==> config.mk <==
export PLATFORM = sky130hd
export DESIGN_NAME = counter_b4_event_mon
export DESIGN_NICKNAME = d
export VERILOG_FILES = /design/src/rtl/counter_b4_pkg.sv /design/src/rtl/counter_b4_evt_fifo.sv /design/src/rtl/counter_b4_event_mon.sv
export SDC_FILE = /design/constraint.sdc
export NUM_CORES = 1
export LEC_CHECK = 0
export CORE_ASPECT_RATIO = 1.4
export CORE_UTILIZATION = 59
export DETAILED_ROUTE_END_ITERATION = 16
export PLACE_DENSITY_LB_ADDON = 0.3
export SLEW_MARGIN = 0
export SYNTH_ARGS = -nofsm -noshare
export SYNTH_HDL_FRONTEND = slang
export SYNTH_SLANG_ARGS = --single-unit
==> constraint.sdc <==
create_clock -name clk -period 6.5 [get_ports clk]
set_input_delay 1.3 -clock clk [delete_from_list [all_inputs] [get_ports clk]]
set_output_delay 1.3 -clock clk [all_outputs]
set_load 0.02 [all_outputs]
==> src/rtl/counter_b4_pkg.sv <==
// Shared constants for the 4-bit counter event monitor: event types, counter
// mode encodings, record layout and the expected-step helper.
package counter_b4_pkg;

    localparam int REC_W    = 8;
    localparam int TYPE_LSB = 6;
    localparam int MODE_LSB = 4;
    localparam int Q_LSB    = 0;

    localparam logic [1:0] EVT_LOAD = 2'b00;
    localparam logic [1:0] EVT_WRAP = 2'b01;
    localparam logic [1:0] EVT_ERR  = 2'b10;

    localparam logic [1:0] MODE_UP3  = 2'b00;
    localparam logic [1:0] MODE_DN1  = 2'b01;
    localparam logic [1:0] MODE_UP1  = 2'b10;
    localparam logic [1:0] MODE_LOAD = 2'b11;

    // Value the counter should reach one step after q in the given counting mode.
    function automatic logic [3:0] step_q(input logic [3:0] q, input logic [1:0] mode);
        logic [3:0] r;
        case (mode)
            MODE_UP3: r = q + 4'd3;
            MODE_DN1: r = q - 4'd1;
            MODE_UP1: r = q + 4'd1;
            default:  r = q;
        endcase
        return r;
    endfunction

    function automatic logic [REC_W-1:0] make_rec(input logic [1:0] typ,
                                                  input logic [1:0] mode,
                                                  input logic [3:0] q);
        return {typ, mode, q};
    endfunction

endpackage

==> src/rtl/counter_b4_evt_fifo.sv <==
// Show-ahead synchronous FIFO for event records; accepts a push on the same
// cycle as a pop even when full.
module counter_b4_evt_fifo #(
    parameter int DEPTH = 4,
    parameter int WIDTH = 8
) (
    input  logic                       clk,
    input  logic                       reset,
    input  logic                       push,
    input  logic [WIDTH-1:0]           din,
    input  logic                       pop,
    output logic [WIDTH-1:0]           dout,
    output logic                       empty,
    output logic                       full,
    output logic [$clog2(DEPTH):0]     level
);
    localparam int AW = $clog2(DEPTH);

    logic [WIDTH-1:0] mem [DEPTH];
    logic [AW-1:0]    wr_ptr_reg, wr_ptr_next;
    logic [AW-1:0]    rd_ptr_reg, rd_ptr_next;
    logic [AW:0]      level_reg, level_next;
    logic [WIDTH-1:0] dout_reg;
    logic             push_ok, pop_ok;

    assign empty   = (level_reg == '0);
    assign full    = (level_reg == (AW+1)'(DEPTH));
    assign pop_ok  = pop && !empty;
    assign push_ok = push && (!full || pop_ok);

    always_comb begin
        wr_ptr_next = wr_ptr_reg;
        rd_ptr_next = rd_ptr_reg;
        if (push_ok) wr_ptr_next = wr_ptr_reg + AW'(1);
        if (pop_ok)  rd_ptr_next = rd_ptr_reg + AW'(1);
        level_next = level_reg + (AW+1)'(push_ok) - (AW+1)'(pop_ok);
    end

    always_ff @(posedge clk) begin
        if (push_ok) mem[wr_ptr_reg] <= din;
    end

    // Registered head: bypass the incoming word when it lands in the head slot.
    always_ff @(posedge clk) begin
        if (reset) begin
            wr_ptr_reg <= '0;
            rd_ptr_reg <= '0;
            level_reg  <= '0;
            dout_reg   <= '0;
        end else begin
            wr_ptr_reg <= wr_ptr_next;
            rd_ptr_reg <= rd_ptr_next;
            level_reg  <= level_next;
            if (level_next != '0) begin
                if (push_ok && (rd_ptr_next == wr_ptr_reg))
                    dout_reg <= din;
                else
                    dout_reg <= mem[rd_ptr_next];
            end
        end
    end

    assign dout  = dout_reg;
    assign level = level_reg;

endmodule

==> src/rtl/counter_b4_event_mon.sv <==
// Monitor for the 4-bit up/down/load counter: wrap counting and load/wrap/step-error
// records buffered toward a valid/ready consumer. Step checking: COUNTER_B4_MON_CHECK_EN.
module counter_b4_event_mon
    import counter_b4_pkg::*;
#(
    parameter int FIFO_DEPTH = 4,
    parameter int WRAP_W     = 8
) (
    input  logic                          clk,
    input  logic                          reset,
    input  logic                          enable,
    input  logic [1:0]                    mode,
    input  logic [3:0]                    Q,
    input  logic                          rco,
    input  logic                          load,
    output logic                          evt_valid,
    output logic [REC_W-1:0]              evt_data,
    input  logic                          evt_ready,
    output logic [WRAP_W-1:0]             wrap_count,
    output logic [$clog2(FIFO_DEPTH):0]   fifo_level,
    output logic                          overflow,
    output logic [3:0]                    err_count
);
    localparam logic [WRAP_W-1:0] WRAP_ONE = 1;

    logic              step_err;
    logic              evt_exists;
    logic [1:0]        evt_type;
    logic [REC_W-1:0]  evt_rec;
    logic              fifo_empty, fifo_full;
    logic [WRAP_W-1:0] wrap_count_reg;
    logic              overflow_reg;

`ifdef COUNTER_B4_MON_CHECK_EN
    logic       prev_valid_reg;
    logic [3:0] prev_q_reg;
    logic [1:0] prev_mode_reg;
    logic [3:0] err_count_reg;

    // A load-mode step without the load strobe can never be legal.
    assign step_err = enable && prev_valid_reg && !load &&
                      ((prev_mode_reg == MODE_LOAD) || (Q != step_q(prev_q_reg, prev_mode_reg)));

    always_ff @(posedge clk) begin
        if (reset) begin
            prev_valid_reg <= 1'b0;
            prev_q_reg     <= '0;
            prev_mode_reg  <= '0;
            err_count_reg  <= '0;
        end else if (enable) begin
            prev_valid_reg <= 1'b1;
            prev_q_reg     <= Q;
            prev_mode_reg  <= mode;
            if (step_err && (err_count_reg != 4'hF))
                err_count_reg <= err_count_reg + 4'd1;
        end
    end

    assign err_count = err_count_reg;
`else
    assign step_err  = 1'b0;
    assign err_count = '0;
`endif

    assign evt_exists = enable && (load || rco || step_err);
    assign evt_type   = load ? EVT_LOAD : (rco ? EVT_WRAP : EVT_ERR);
    assign evt_rec    = make_rec(evt_type, mode, Q);

    counter_b4_evt_fifo #(
        .DEPTH (FIFO_DEPTH),
        .WIDTH (REC_W)
    ) u_fifo (
        .clk   (clk),
        .reset (reset),
        .push  (evt_exists),
        .din   (evt_rec),
        .pop   (evt_ready),
        .dout  (evt_data),
        .empty (fifo_empty),
        .full  (fifo_full),
        .level (fifo_level)
    );

    // When full, any pop request is honoured, so only an idle consumer drops a record.
    always_ff @(posedge clk) begin
        if (reset) begin
            wrap_count_reg <= '0;
            overflow_reg   <= 1'b0;
        end else begin
            if (enable && rco && (wrap_count_reg != {WRAP_W{1'b1}}))
                wrap_count_reg <= wrap_count_reg + WRAP_ONE;
            if (evt_exists && fifo_full && !evt_ready)
                overflow_reg <= 1'b1;
        end
    end

    assign evt_valid  = !fifo_empty;
    assign wrap_count = wrap_count_reg;
    assign overflow   = overflow_reg;

endmodule

-- Word-level counts from Yosys, hierarchy flattened
Memory sizes are Yosys's and may differ from the RTL's. A register that Yosys moved wholly into a read port is not among the register bits.
Index checks and enable logic that the tools add are counted.
Widths: inputs -> output; s select.
- bits in registers: 16
- output and inout bits: 25
- logic and storage cells: 32
- RAM bits: 32
- input port bits: 12
- memories: 1
- memory list (name ; words ; bits a word ; rd ports ; clocked after Yosys merged registers in ; write ports ; line ; source):
    u_fifo.mem ; 4 ; 8 ; 1 ; 1 ; 1 ; counter_b4_evt_fifo.sv:19 ; logic [WIDTH-1:0] mem [DEPTH];
- reduce and logical (&&, ||, !) cells: 14
- equality and inequality tests: 2
- multiplexer cells: 5
- add/sub/neg operators: 5
- operators with widths (cell ; count):
    $add 8x1->8 const B ; 1
    $ne 8x8->1 const B ; 1
    $logic_and 1x1->1 ; 7
    $mux 2 ; 3
    $add 2x1->2 const B ; 2
    $add 3x1->3 ; 1
    $eq 3x3->1 const B ; 1
    $logic_not 1->1 ; 3
    $logic_not 3->1 ; 1
    $reduce_bool 3->1 ; 1
    $sub 3x1->3 ; 1
    $logic_or 1x1->1 ; 2
    $mux 1 ; 2

-- Depth between registers and ports, before layout
- word-level depth: 8
- depth in mapped cells: 12
- depth with buffers taken out: 11

-- Hierarchy
A second synthesis with hierarchy kept.
- cell total of the unflattened synthesis: 249
- area total of the unflattened synthesis: 2856.5 µm²
- by module, submodules not included (module ; area each (µm²) ; instances ; seq. area each (µm²) ; cells each):
    counter_b4_evt_fifo ; 2376.0 ; 1 ; 1261.2 ; 188
    counter_b4_event_mon ; 480.5 ; 1 ; 180.2 ; 61

-- Worst setup path before layout
Ideal clock, no wire load.
- kind: input to register
- from: input evt_ready
- to: register u_fifo.dout_reg[2] (netlist: u_fifo.dout[2]) (read register of u_fifo.mem)
- library setup time: 69 ps
- stages on the path: 12
- path slack: 2964 ps
- data arrival time: 3467 ps
- required time: 6431 ps
- buffers on the path: 1
- path through: o31ai_4 -> inv_1 -> buf_2 -> ha_1 -> inv_1 -> ha_1 -> fa_1 -> xor3_1 -> a21oi_1 -> nor4b_4 -> a22oi_1 -> o21ai_1
- longest elaborated chain between the ends: 6
- elaborated cells between the ends (all ways): 7
- classes of those cells: add/sub (2); mux (1); reduce/logical (4)
- RTL lines (what ; line ; source):
    start, declared ; counter_b4_event_mon.sv:18 ; input logic evt_ready,
    $logic_and 1x1->1 * ; counter_b4_evt_fifo.sv:28 ; assign pop_ok = pop && !empty;
    $logic_or 1x1->1 ; counter_b4_evt_fifo.sv:29 ; assign push_ok = push && (!full || pop_ok);
    $logic_and 1x1->1 ; counter_b4_evt_fifo.sv:29 ;
    $add 3x1->3 ; counter_b4_evt_fifo.sv:36 ; level_next = level_reg + (AW+1)'(push_ok) - (AW+1)'(pop_ok);
    $sub 3x1->3 ; counter_b4_evt_fifo.sv:36 ;
    $reduce_bool 3->1 ; counter_b4_evt_fifo.sv:54 ; if (level_next != '0) begin
    end, declared ; counter_b4_evt_fifo.sv:23 ; logic [WIDTH-1:0] dout_reg;
Mark *: on every way between the ends. The rest lies on a longest branch, timed or not.
A chain may end at the register's enable or synchronous reset.

-- Final worst setup path
- from: input evt_ready
- to: register u_fifo.dout_reg[3] (netlist: u_fifo.dout[3]) (read register of u_fifo.mem)
Same word-level chain as after synthesis.

==> summary.txt <==
====================================================================================================
Status ................................................................................ finished clean
Global-route wire length before repair ................................................      9.05 mm
Number of synthesized flops with an enable pin ........................................           32
Slowest library cell on the worst path ................................................      nor4b_4
Total net switching power .............................................................       432 uW
Aggregate negative setup slack ........................................................         0 ns
Netlist cell types ....................................................................           43
Final Hold Fails ......................................................................            0
Path category of the worst min-delay check ............................................ flip-flop to flip-flop
Maximum fanout along the worst path ...................................................           23
Shortest period the worst path allows .................................................      4.62 ns
Cts-stage hold buffer count ...........................................................            0
M2 GR Usage ...........................................................................        40.7%
Portion of the clock cycle consumed by the worst path in the final layout .............        71.0%
Number of nets with antenna violations after routing ..................................            0
Count of instances resized after the clock tree is built ..............................            0
Total of buffers placed on input and output ports .....................................           32
Top Usage Layer GRT ...................................................................         met2
HPWL reported at the end of detailed placement ........................................      3.72 mm
Pin count of the biggest net entering global routing ..................................           41
Library cell with the largest summed area after synthesis .............................     edfxtp_1
Synth Area in Adders ..................................................................        3.89%
Clock tree buffer depth ...............................................................            2
Number of design-rule violations left by the first detailed-router iteration ..........          135
Required time worst endpoint ..........................................................      6.74 ns
Cell Pwr Density ......................................................................  381 nW/um^2
Main combinational cell family by area after synthesis ................................ compound AO/OA/AOI/OAI gates
Layout Utilization ....................................................................        71.4%
RSZ-0062 raised after global routing ..................................................        false
Startpoint type of the worst setup path ...............................................    input pin
Top cells by area, synth .............................................................. edfxtp_1 35%, dfxtp_1 17%, nor3b_1 3.8%, mux2i_1 3.3%, ha_1 3.2%
Post-Synth Simple-Gate Area ...........................................................        13.5%
Count of clock tree sinks .............................................................           56
Mapped Cells ..........................................................................          237
Antenna violations before repair ......................................................            0
Met3 usage in global routing ..........................................................        4.05%
Area inside the core boundary .........................................................   4540 sq um
Slew at the pin closest to its max-slew limit .........................................     0.966 ns
Count of buffers added by post-CTS timing repair for setup ............................            0
Type of the worst setup path .......................................................... input pin to flip-flop
Cell-internal power ...................................................................       801 uW
Pre-antenna DRT Iters .................................................................            5
Sequential group share of total power .................................................        39.4%
Peak supply drop ......................................................................     0.356 mV
Commonest cells after routing, fill and taps aside .................................... 32 x clkdlybuf4s50_1, 32 x edfxtp_1, 24 x dfxtp_1
Die X .................................................................................      59.9 um
Worst-skew pair later-pin latency .....................................................      0.30 ns
Fraction of the mapped netlist area in compound gates .................................        13.6%
Global Route met1 Usage ...............................................................        30.0%
Synth top area share ..................................................................        34.7%
Count of warnings emitted by yosys ....................................................            0
Depth of the worst hold-timing path ...................................................            2
Die ar. ...............................................................................   4970 sq um
Worst Hold Endpoint ................................................................... u_fifo.dout[7]
Arrival time reported for the critical path endpoint ..................................      4.85 ns
Xor and xnor fraction of the mapped netlist area ......................................        4.84%
Final GP Congestion ...................................................................        0.756
Maximum Capacitance Violations ........................................................            0
Longest individual stage delay on the worst path ......................................      0.51 ns
Part of the power in combinational logic ..............................................        39.0%
Synth Area per Inst ...................................................................   11.7 sq um
Clock tree from TritonCTS .............................................................          yes
Crit path capture type ................................................................    flip-flop
Number of CTS-inserted buffers ........................................................            5
Depth of the CTS H-tree ...............................................................            2
Switch share ..........................................................................        35.0%
Root buf cell .........................................................................     clkbuf_8
Vias in the first global route ........................................................         1959
Static power due to leakage ...........................................................   0.00109 uW
Detailed Route WL .....................................................................      5.51 mm
ANT cells .............................................................................            0
Global routing usage summed across all routing layers .................................        24.3%
HP Start .............................................................................. u_fifo.dout[7]
# DRC .................................................................................            0
Routed length per placed instance .....................................................      16.8 um
Clock-pin slew reported for the worst setup and hold paths after clock tree synthesis .      0.09 ns
DIE HEIGHT ............................................................................      83.0 um
Number of filler instances in the final layout ........................................          334
Clock share of power ..................................................................        21.6%
FF/Latch Area .........................................................................   1440 sq um
Number of vias per cell ...............................................................         6.01
Global route total overflow ...........................................................            0
Syn Std Cell Area .....................................................................   2770 sq um
Number of pins exceeding their max-slew limit in the final report .....................            0
Final clock skew ......................................................................   0.00717 ns
Worst reg-to-reg setup slack ..........................................................      2.40 ns
Site row count ........................................................................           29
Share of synthesized area occupied by flip-flops and latches ..........................        52.1%
Share of flip-flops with an asynchronous set or reset after synthesis .................           0%
Flip-flop and latch count after synthesis .............................................           56
Normalized max-slew margin ............................................................        35.5%
Primary FF master, synth ..............................................................     edfxtp_1
Sequence of cells on the critical path ................................................ clkdlybuf4s50_1 > o31ai_4 > inv_1 > ha_1 > inv_1 > ha_1 > fa_1 > xor3_1 > a21oi_1 > nor4b_4 > a22oi_1 > o21ai_1
Capture instance of the worst register-to-register path ............................... u_fifo.dout[3]
Max reg flops .........................................................................           32
Footprint of the multi-input gates ....................................................   1220 sq um
Layout-stage area growth over the synthesis result ....................................        17.0%
Fraction of final layout cells with drive strength greater than 1 .....................        9.06%
Via count .............................................................................         1964
Peak clock frequency supported by timing ..............................................    0.217 GHz
Reg2reg path depth ....................................................................           11
Fin nets ..............................................................................          284
Mux cell area share after synthesis ...................................................        7.73%
Top-level port count ..................................................................           37
Reg-to-reg critical path startpoint ................................................... u_fifo.level[2]
Initial core utilization ..............................................................        61.0%
Final setup violation count ...........................................................            0
====================================================================================================
-- worst max-delay path, delay by kind of cell --
kind	cells	cell delay [ns]
XOR/XNOR	1	0.23
adder cells (fa/ha/maj)	3	0.99
AO/OA/AOI/OAI	4	0.78
buffers and inverters	3	1.04
AND/OR/NAND/NOR	1	0.51
-- power groups by stage --
stage / Combinational, uW / Sequential, uW / Clock (uW)
final: 480 / 486 / 266
after global routing: 525 / 492 / 282
after CTS: 482 / 485 / 270
after detailed placement: 478 / 492 / 0
after global placement: 464 / 490 / 0
after floorplan: 325 / 497 / 0
-- stage by stage --
step / total power (uW) / setup slack, ns / instance area [sq um] / hold slack, ns / std cells
after floorplan: 822 / 2.96 / 2780 / 0.468 / 240
after CTS: 1240 / 1.88 / 3240 / 0.479 / 327
after global placement: 954 / 1.74 / 3100 / 0.446 / 319
after global routing: 1300 / 1.56 / 3240 / 0.497 / 327
after detailed placement: 970 / 1.58 / 3100 / 0.443 / 319
final: 1230 / 1.88 / 3240 / 0.477 / 327
-- routing by layer --
| layer | routed length (um) | part of all wire (%) |
|---|---|---|
| met2 | 2850 | 52 |
| met5 | 0 | 0 |
| met4 | 167 | 3.0 |
| met3 | 252 | 4.6 |
| met1 | 2240 | 41 |
-- cells in the mapped netlist, types with 2 or more instances --
library cell,n
xnor2_1,6
mux2_2,7
nor2b_1,10
and2_1,4
mux2i_1,9
ha_1,7
a211oi_1,7
o21ai_0,12
a31oi_1,2
nand2_1,7
nor2_1,15
a22oi_1,7
edfxtp_1,32
nor3b_1,14
a21oi_1,11
clkbuf_1,5
buf_4,5
mux4_2,2
o221ai_1,7
o21ai_1,4
inv_1,9
xor2_1,4
buf_2,5
nand4_1,4
dfxtp_1,24
-- cells by family after synthesis --
group / count (synthesis)
AO/OA/AOI/OAI: 55
XOR/XNOR: 12
adder cells (fa/ha/maj): 8
buffers and inverters: 25
flip-flops: 56
multiplexers: 18
other: 1
AND/OR/NAND/NOR: 62
-- how the worst max path moves through the flow --
stage | startpoint | to | slack (ns)
floorplan | evt_ready | u_fifo.dout[2] | 2.96
global placement | evt_ready | u_fifo.dout[0] | 1.74
detailed placement | evt_ready | u_fifo.dout[3] | 1.58
CTS | evt_ready | u_fifo.dout[6] | 1.88
global route | evt_ready | u_fifo.dout[6] | 1.56
finish | evt_ready | u_fifo.dout[3] | 1.88
-- final cells by class --
cell class / instances / area share (%)
well taps: 62 / 2.40
clock buffers: 5 / 2.13
multi-input cells: 159 / 37.6
repair buffers: 33 / 10.1
inverters: 9 / 1.04
flip-flops and latches: 56 / 44.5
clock inverters: 3 / 2.13
(Power assumes the default switching activity.)
